==> src/rtl/dmem_arb_pkg.sv <==
// rtl/dmem_arb_pkg.sv - shared encodings, FSM states and access checks for dmem_arbiter
package dmem_arb_pkg;

  localparam int DEFAULT_MEM_BYTES = 4096;

  typedef enum logic [1:0] {
    SZ_WORD    = 2'b00,
    SZ_BYTE_S  = 2'b01,
    SZ_BYTE_U  = 2'b10,
    SZ_ILLEGAL = 2'b11
  } size_e;

  typedef enum logic [1:0] {
    ST_IDLE  = 2'b00,
    ST_ISSUE = 2'b01,
    ST_RESP  = 2'b10
  } state_e;

  // Word accesses must be aligned and fit entirely below limit.
  function automatic logic access_err(input logic [1:0]  size,
                                      input logic [31:0] addr,
                                      input logic [31:0] limit);
    case (size)
      SZ_WORD:              access_err = (addr[1:0] != 2'b00) || (addr > (limit - 32'd4));
      SZ_BYTE_S, SZ_BYTE_U: access_err = (addr >= limit);
      default:              access_err = 1'b1;
    endcase
  endfunction

endpackage

==> src/rtl/rr_arb2.sv <==
// rtl/rr_arb2.sv - two-way round-robin grant; grant is the winning requester index
module rr_arb2 (
  input  logic [1:0] req,
  input  logic       last,
  output logic       grant
);

  always_comb begin
    grant = 1'b0;
    case (req)
      2'b10:   grant = 1'b1;
      2'b11:   grant = ~last;
      default: grant = 1'b0;
    endcase
  end

endmodule

==> src/rtl/dmem_arbiter.sv <==
// rtl/dmem_arbiter.sv - two-requester data memory arbiter with fixed 3-cycle transactions
module dmem_arbiter
  import dmem_arb_pkg::*;
#(
  parameter int MEM_BYTES = DEFAULT_MEM_BYTES,
  parameter int CNT_W     = 16
) (
  input  logic             clk,
  input  logic             rst,
  input  logic             m0_req,
  input  logic             m0_we,
  input  logic [1:0]       m0_size,
  input  logic [31:0]      m0_addr,
  input  logic [31:0]      m0_wdata,
  output logic             m0_ack,
  output logic [31:0]      m0_rdata,
  output logic             m0_err,
  output logic [CNT_W-1:0] m0_count,
  input  logic             m1_req,
  input  logic             m1_we,
  input  logic [1:0]       m1_size,
  input  logic [31:0]      m1_addr,
  input  logic [31:0]      m1_wdata,
  output logic             m1_ack,
  output logic [31:0]      m1_rdata,
  output logic             m1_err,
  output logic [CNT_W-1:0] m1_count,
  output logic             mem_wren,
  output logic             mem_sb,
  output logic             mem_lb,
  output logic             mem_lbu,
  output logic [31:0]      mem_addr,
  output logic [31:0]      mem_wdata,
  input  logic [31:0]      mem_rdata
);

  localparam logic [31:0] MEM_LIMIT = 32'(MEM_BYTES);

  state_e      state, state_nxt;
  logic [1:0]  req;
  logic        grant;
  logic        last_q;
  logic        gnt_q;
  logic        we_q;
  logic [1:0]  size_q;
  logic [31:0] addr_q;
  logic [31:0] wdata_q;
  logic [31:0] resp_data_q;
  logic        resp_err_q;
  logic        acc_err;
  logic        is_byte;
  logic        ack;

  assign req     = {m1_req, m0_req};
  assign acc_err = access_err(size_q, addr_q, MEM_LIMIT);
  assign is_byte = (size_q == SZ_BYTE_S) || (size_q == SZ_BYTE_U);

  rr_arb2 u_rr_arb2 (
    .req   (req),
    .last  (last_q),
    .grant (grant)
  );

  always_ff @(posedge clk) begin
    if (rst) state <= ST_IDLE;
    else     state <= state_nxt;
  end

  always_comb begin
    state_nxt = state;
    ack       = 1'b0;
    mem_wren  = 1'b0;
    mem_sb    = 1'b0;
    mem_lb    = 1'b0;
    mem_lbu   = 1'b0;
    mem_addr  = '0;
    mem_wdata = '0;
    case (state)
      ST_IDLE: begin
        if (|req) state_nxt = ST_ISSUE;
      end
      ST_ISSUE: begin
        state_nxt = ST_RESP;
        mem_wren  = we_q && !acc_err;
        mem_sb    = we_q && is_byte;
        mem_lb    = !we_q && (size_q == SZ_BYTE_S);
        mem_lbu   = !we_q && (size_q == SZ_BYTE_U);
        mem_addr  = addr_q;
        mem_wdata = wdata_q;
      end
      ST_RESP: begin
        state_nxt = ST_IDLE;
        ack       = 1'b1;
      end
      default: state_nxt = ST_IDLE;
    endcase
  end

  assign m0_ack   = ack && !gnt_q;
  assign m1_ack   = ack && gnt_q;
  assign m0_rdata = m0_ack ? resp_data_q : '0;
  assign m1_rdata = m1_ack ? resp_data_q : '0;
  assign m0_err   = m0_ack && resp_err_q;
  assign m1_err   = m1_ack && resp_err_q;

  // Request fields are captured once at grant so requesters may change them freely afterwards.
  always_ff @(posedge clk) begin
    if (rst) begin
      last_q      <= 1'b1;
      gnt_q       <= 1'b0;
      we_q        <= 1'b0;
      size_q      <= '0;
      addr_q      <= '0;
      wdata_q     <= '0;
      resp_data_q <= '0;
      resp_err_q  <= 1'b0;
      m0_count    <= '0;
      m1_count    <= '0;
    end else begin
      if (state == ST_IDLE && |req) begin
        gnt_q   <= grant;
        last_q  <= grant;
        we_q    <= grant ? m1_we    : m0_we;
        size_q  <= grant ? m1_size  : m0_size;
        addr_q  <= grant ? m1_addr  : m0_addr;
        wdata_q <= grant ? m1_wdata : m0_wdata;
      end
      if (state == ST_ISSUE) begin
        resp_err_q  <= acc_err;
        resp_data_q <= (we_q || acc_err) ? '0 : mem_rdata;
      end
      if (m0_ack && m0_count != '1) m0_count <= m0_count + CNT_W'(1);
      if (m1_ack && m1_count != '1) m1_count <= m1_count + CNT_W'(1);
    end
  end

endmodule

==> config.mk <==
export PLATFORM = sky130hd
export DESIGN_NAME = dmem_arbiter
export DESIGN_NICKNAME = d
export VERILOG_FILES = /design/src/rtl/dmem_arb_pkg.sv /design/src/rtl/rr_arb2.sv /design/src/rtl/dmem_arbiter.sv
export SDC_FILE = /design/constraint.sdc
export NUM_CORES = 1
export LEC_CHECK = 0
export CAP_MARGIN = 20
export CORE_MARGIN = 3
export CORE_UTILIZATION = 44
export DETAILED_ROUTE_END_ITERATION = 8
export PLACE_DENSITY = 0.87
export SLEW_MARGIN = 10
export SYNTH_ARGS = -nofsm -noshare
export SYNTH_HDL_FRONTEND = slang
export SYNTH_SLANG_ARGS = --single-unit
==> constraint.sdc <==
create_clock -name clk -period 5.5 [get_ports clk]
set_input_delay 1.1 -clock clk [delete_from_list [all_inputs] [get_ports clk]]
set_output_delay 1.1 -clock clk [all_outputs]
set_load 0.01 [all_outputs]
Yosys cells after proc, flatten, opt, wreduce, memory -nomap -nowiden. Cells that the tools add are included.

$add $sub $neg: 2. Magnitude comparators: 2. Equality and inequality tests: 9. Mux-type cells: 18. Bitwise logic cells: 1. Reduce and logical (&&, ||, !) cells: 22.

Operators by type and width (count): $mux W32 (7); $add A16 B1 Y16 const B (2); $ge A32 B13 Y1 const B (1); $gt A32 B12 Y1 const B (1); $ne A16 B16 Y1 const B (2); $logic_and A1 B1 Y1 (11); $eq A2 B2 Y1 const B (4); $mux W1 (6); $eq A2 B1 Y1 const B (2); $logic_not A2 Y1 (2); $mux W2 (2); $pmux W1 S2 (2); $pmux W2 S2 (1); $reduce_or A2 Y1 (2); $logic_not A1 Y1 (3); $logic_or A1 B1 Y1 (3); $ne A2 B2 Y1 const B (1); $reduce_bool A2 Y1 (1); $not A1 Y1 (1).

Register bits: 136. Input port bits: 170. Word-level logic and storage cells: 65.

Depth between registers and ports, before layout.
Word-level depth: 6. Gate-level depth with buffers: 7.

Cells and area by module. From an unflattened synthesis, not the netlist that was laid out.

Cell total of the unflattened synthesis: 842. Area, all modules: 7053.0 um2.

By module, submodules not included: dmem_arbiter (times used 1, cells each 841, area each 7041.8 um2, seq. area each 2722.6 um2); rr_arb2 (times used 1, cells each 1, area each 11.3 um2, seq. area each 0.0 um2).

Worst setup path before layout. OpenSTA, ideal clock, no wires.

Path type: register to output. Start: register state[1]. End: output port m0_rdata[10]. Arrival: 1.436 ns. Required time: 4.400 ns. Slack: 2.964 ns. Cell stages (with the launch flop): 6. Cells stage by stage: dfxtp_1 > or3b_4 > inv_2 > buf_2 > clkbuf_1 > and2_1.

Cells in the longest elaborated chain, start to end: 4.

Ends and longest elaborated chain: from (decl) (line dmem_arbiter.sv:39) `state_e state, state_nxt;`; from (signal assigned) (line dmem_arbiter.sv:66) `else state <= state_nxt;`; $eq A2 B2 Y1 (line dmem_arbiter.sv:78) `case (state)`; $mux W1 (line dmem_arbiter.sv:78); $logic_and A1 B1 Y1 (line dmem_arbiter.sv:99) `assign m0_ack = ack && !gnt_q;`; $mux W32 (line dmem_arbiter.sv:101) `assign m0_rdata = m0_ack ? resp_data_q : '0;`; to (decl) (line dmem_arbiter.sv:16) `output logic [31:0] m0_rdata,`.

Every way passes these cells.

Final worst setup path.
Start: register size_q[0]. End: output port mem_wren.

Cells in the longest elaborated chain, start to end: 6. Elaborated cells between the ends (all ways): 8. Those cells by class: eq/ne (2); mux (2); reduce/logical (4).

Ends and longest elaborated chain: from (decl) (line dmem_arbiter.sv:45) `logic [1:0] size_q;`; from (signal assigned) (line dmem_arbiter.sv:124) `size_q <= grant ? m1_size : m0_size;`; $eq A2 B1 Y1 or $eq A2 B2 Y1 (tied branches) (line dmem_arb_pkg.sv:23) `case (size)`; $reduce_or A2 Y1 (line dmem_arb_pkg.sv:23); $pmux W1 S2 * (line dmem_arb_pkg.sv:23); $logic_not A1 Y1 * (line dmem_arbiter.sv:84) `mem_wren = we_q && !acc_err;`; $logic_and A1 B1 Y1 * (line dmem_arbiter.sv:84); $mux W1 * (line dmem_arbiter.sv:78); to (decl) (line dmem_arbiter.sv:28) `output logic mem_wren,`.

Every way passes the cells marked *; elsewhere a longest branch is shown, timed or not.

==> impl_metrics.json <==
{
  "crit_path_end_kind": "output pin",
  "yosys_register_bits": 136,
  "final_area_mm2": 0.0108,
  "startpoint_type": "flop",
  "n_antenna_cell": 0,
  "timing.max_cap.violations": 0,
  "worst_skew_pair.late_latency_ns": 0.41,
  "die_w_um": 130,
  "ant_nets": 0,
  "drc_errors": 0,
  "syn_area_per_cell_um2": 9.05,
  "fp-row-count": 44,
  "hold_class": "reg -> reg",
  "drt_wl_total_um": 21300,
  "ys.flop_type": "dfxtp_1",
  "ios": 338,
  "grt_max_degree": 68,
  "synth_top_family_by_area": "simple AND/OR/NAND/NOR gates",
  "utilization_pct": 72.8,
  "postCtsSetupRepairBufs": 0,
  "rsz0062_at_grt": "false",
  "drive_gt1_share_pct": 5.43,
  "synth-edff-count": 0,
  "synthCells": 752,
  "max_freq_mhz": 277,
  "netlist_area_mm2": 0.00681,
  "dp_cells": 1221,
  "ir_worst_vdd_v": 0.000205,
  "cts_hold_buffers": 0,
  "wl_per_cell_um": 17.0,
  "syn_nets": 928,
  "powerDensity_mw_per_mm2": 248,
  "clock_sinks": 136,
  "grt_use_total_pct": 24.3,
  "clock_skew_ns": 0.00924,
  "overflow": 0,
  "path_class": "reg -> out",
  "yosys_warnings": 0,
  "dpl_cell_area_mm2": 0.0102,
  "reg2reg_to": "wdata_q[17]",
  "max-slew-margin-rel_pct": 36.5,
  "tightest_slew_ns": 0.952,
  "reg2reg_from": "state[1]",
  "cts_tree": "yes",
  "setup_violations": 0,
  "timing.final.crit_share_pct": 65.5,
  "antenna_found_initial": 0,
  "cts_buffers": 17,
  "cts_root_buffer": "clkbuf_16",
  "hold_end": "resp_data_q[24]",
  "die_h_um": 130,
  "regArea_mm2": 0.00272,
  "hpwl_um": 16100,
  "vias": 6552,
  "yosysUniqueCellTypes": 59,
  "outcome": "finished clean",
  "worstHoldStart": "resp_data_q[24]",
  "drt_iter0_markers": 401,
  "grt_pass1_wl_um": 32500,
  "synth_compound_area_share_pct": 15.1,
  "slew_viol_final": 0,
  "cts.clk_slew.worst_paths_ns": 0.06,
  "synthAdderAreaFrac_pct": 1.10,
  "synthMuxAreaShare_pct": 10.5,
  "timing_hold_violations_final": 0,
  "rr_worst_depth": 5,
  "gp_congestion": 0.843,
  "coreArea_mm2": 0.0148,
  "totalNegativeSetupSlack_ns": 0,
  "grt_pass1_vias": 6204,
  "htreeDepth": 4,
  "floorplan.initialDensity_pct": 46.0,
  "hold_slack_ns": 0.485,
  "critPathRequiredTime_ns": 4.40,
  "via_per_inst": 5.23,
  "final_net_count": 1232,
  "synth_xor_area_share_pct": 2.70,
  "yosys.area_share.simple_pct": 26.1,
  "hold_path_depth": 1,
  "async_flop_share_pct": 0,
  "leakage_nw": 4.04,
  "fillCellCount": 1119,
  "port_buffers": 337,
  "period_minus_slack_ns": 3.60,
  "worstPathArrival_ns": 2.50,
  "area_growth_pct": 58.3,
  "yosysSeqAreaShare_pct": 40.0,
  "fin_cells": 1253,
  "first_pass_iters": 4,
  "cp_max_fo": 4,
  "reg2reg_slack_ns": 3.29,
  "cts_resized": 0,
  "multi_input_area_mm2": 0.00380,
  "fp.dieArea_mm2": 0.0170,
  "clock_path_buffers": 2
}
[sequential cells by signal (all words and copies together), names as in the netlist]
register and count:
m1_count 16, m0_count 16, addr_q 32, size_q 2, wdata_q 32, we_q 1
gnt_q 1, last_q 1, resp_err_q 1, state 2, resp_data_q 32
[critical path: stages (launching register included)]
cell and delay, ns:
dfxtp_1 0.38, inv_1 0.09, ha_1 0.35, o22a_2 0.28, nor3_1 0.25, and2_1 0.17, clkdlybuf4s50_1 0.56
[metrics by stage]
step	setup WS [ns]	power, mW
2_1_floorplan	2.96	1.35
3_3_place_gp	2.28	1.58
3_5_place_dp	2.28	1.59
4_1_cts	1.86	2.70
5_1_grt	1.75	2.79
6_report	1.90	2.67
[worst max-delay path by stage]
| stage | from | to | slack [ns] |
|---|---|---|---|
| 2_1_floorplan | state[1] | m0_rdata[10] | 2.96 |
| 3_3_place_gp | m1_req | we_q | 2.28 |
| 3_5_place_dp | m1_req | we_q | 2.28 |
| 4_1_cts | size_q[0] | mem_wren | 1.86 |
| 5_1_grt | state[1] | mem_sb | 1.75 |
| 6_report | size_q[0] | mem_wren | 1.90 |
[cell families after synthesis]
logic type | count (synthesis)
buf+inv | 65
simple gates | 319
mux | 71
fa+ha+maj | 6
compound gates | 134
flops | 136
xor+xnor | 21
[synth_stat cells (all sizes together), types with 2 or more instances]
cell         number  area share (%)
xnor2            19             2.4
a31oi             3            0.28
buf              24             1.9
a21boi            2            0.22
a211oi           76             8.5
or2               2            0.22
nor4              9             1.2
dlygate4sd1       3            0.39
xor2              2            0.26
nand3b            2            0.40
nand4             7            0.64
and4              4            0.51
o21ai             3            0.22
ha                6             1.1
nor2b             3            0.28
nor3              8            0.66
nand3            15             1.2
and3              5            0.46
mux2i            69              10
nor4b             2            0.48
mux2              2            0.33
nand2             9            0.50
nand2b            2            0.18
and2            133              12
nor3b             2            0.22
a22o             32             4.1
inv               5            0.28
clkbuf           33             2.0
dfxtp           136              40
a21oi            10            0.74
nor2            110             6.1
[cell type report]
| cell class | instances | area share, % |
|---|---|---|
| repair buffers | 345 | 31.8 |
| clock buffers | 24 | 4.47 |
| inverters | 5 | 0.174 |
| flip-flops and latches | 136 | 25.3 |
| clock inverters | 8 | 0.882 |
| well taps | 184 | 2.14 |
| multi-input cells | 551 | 35.2 |
[placed cells by master (no fill, tap or decap), types with 10 or more instances in the layout]
cell / count
nand3_1: 14
dfxtp_1: 136
a22o_1: 32
clkdlybuf4s50_1: 336
xnor2_1: 19
mux2i_1: 69
nor2_1: 109
a21oi_1: 10
clkbuf_16: 17
and2_1: 132
a211oi_1: 74
[per-layer routing]
metal,track usage (%),up-vias,routed length (um)
met5,0,-,0
met2,44.1,267,11100
met4,7.80,0,435
met1,27.0,2984,8040
met3,7.72,31,1720
li1,-,3270,-
[report_power, final]
group | switching (mW) | internal (mW)
Sequential | 0.0534 | 1.05
Combinational | 0.203 | 0.253
Clock | 0.410 | 0.700
(Power assumes the default switching activity.)
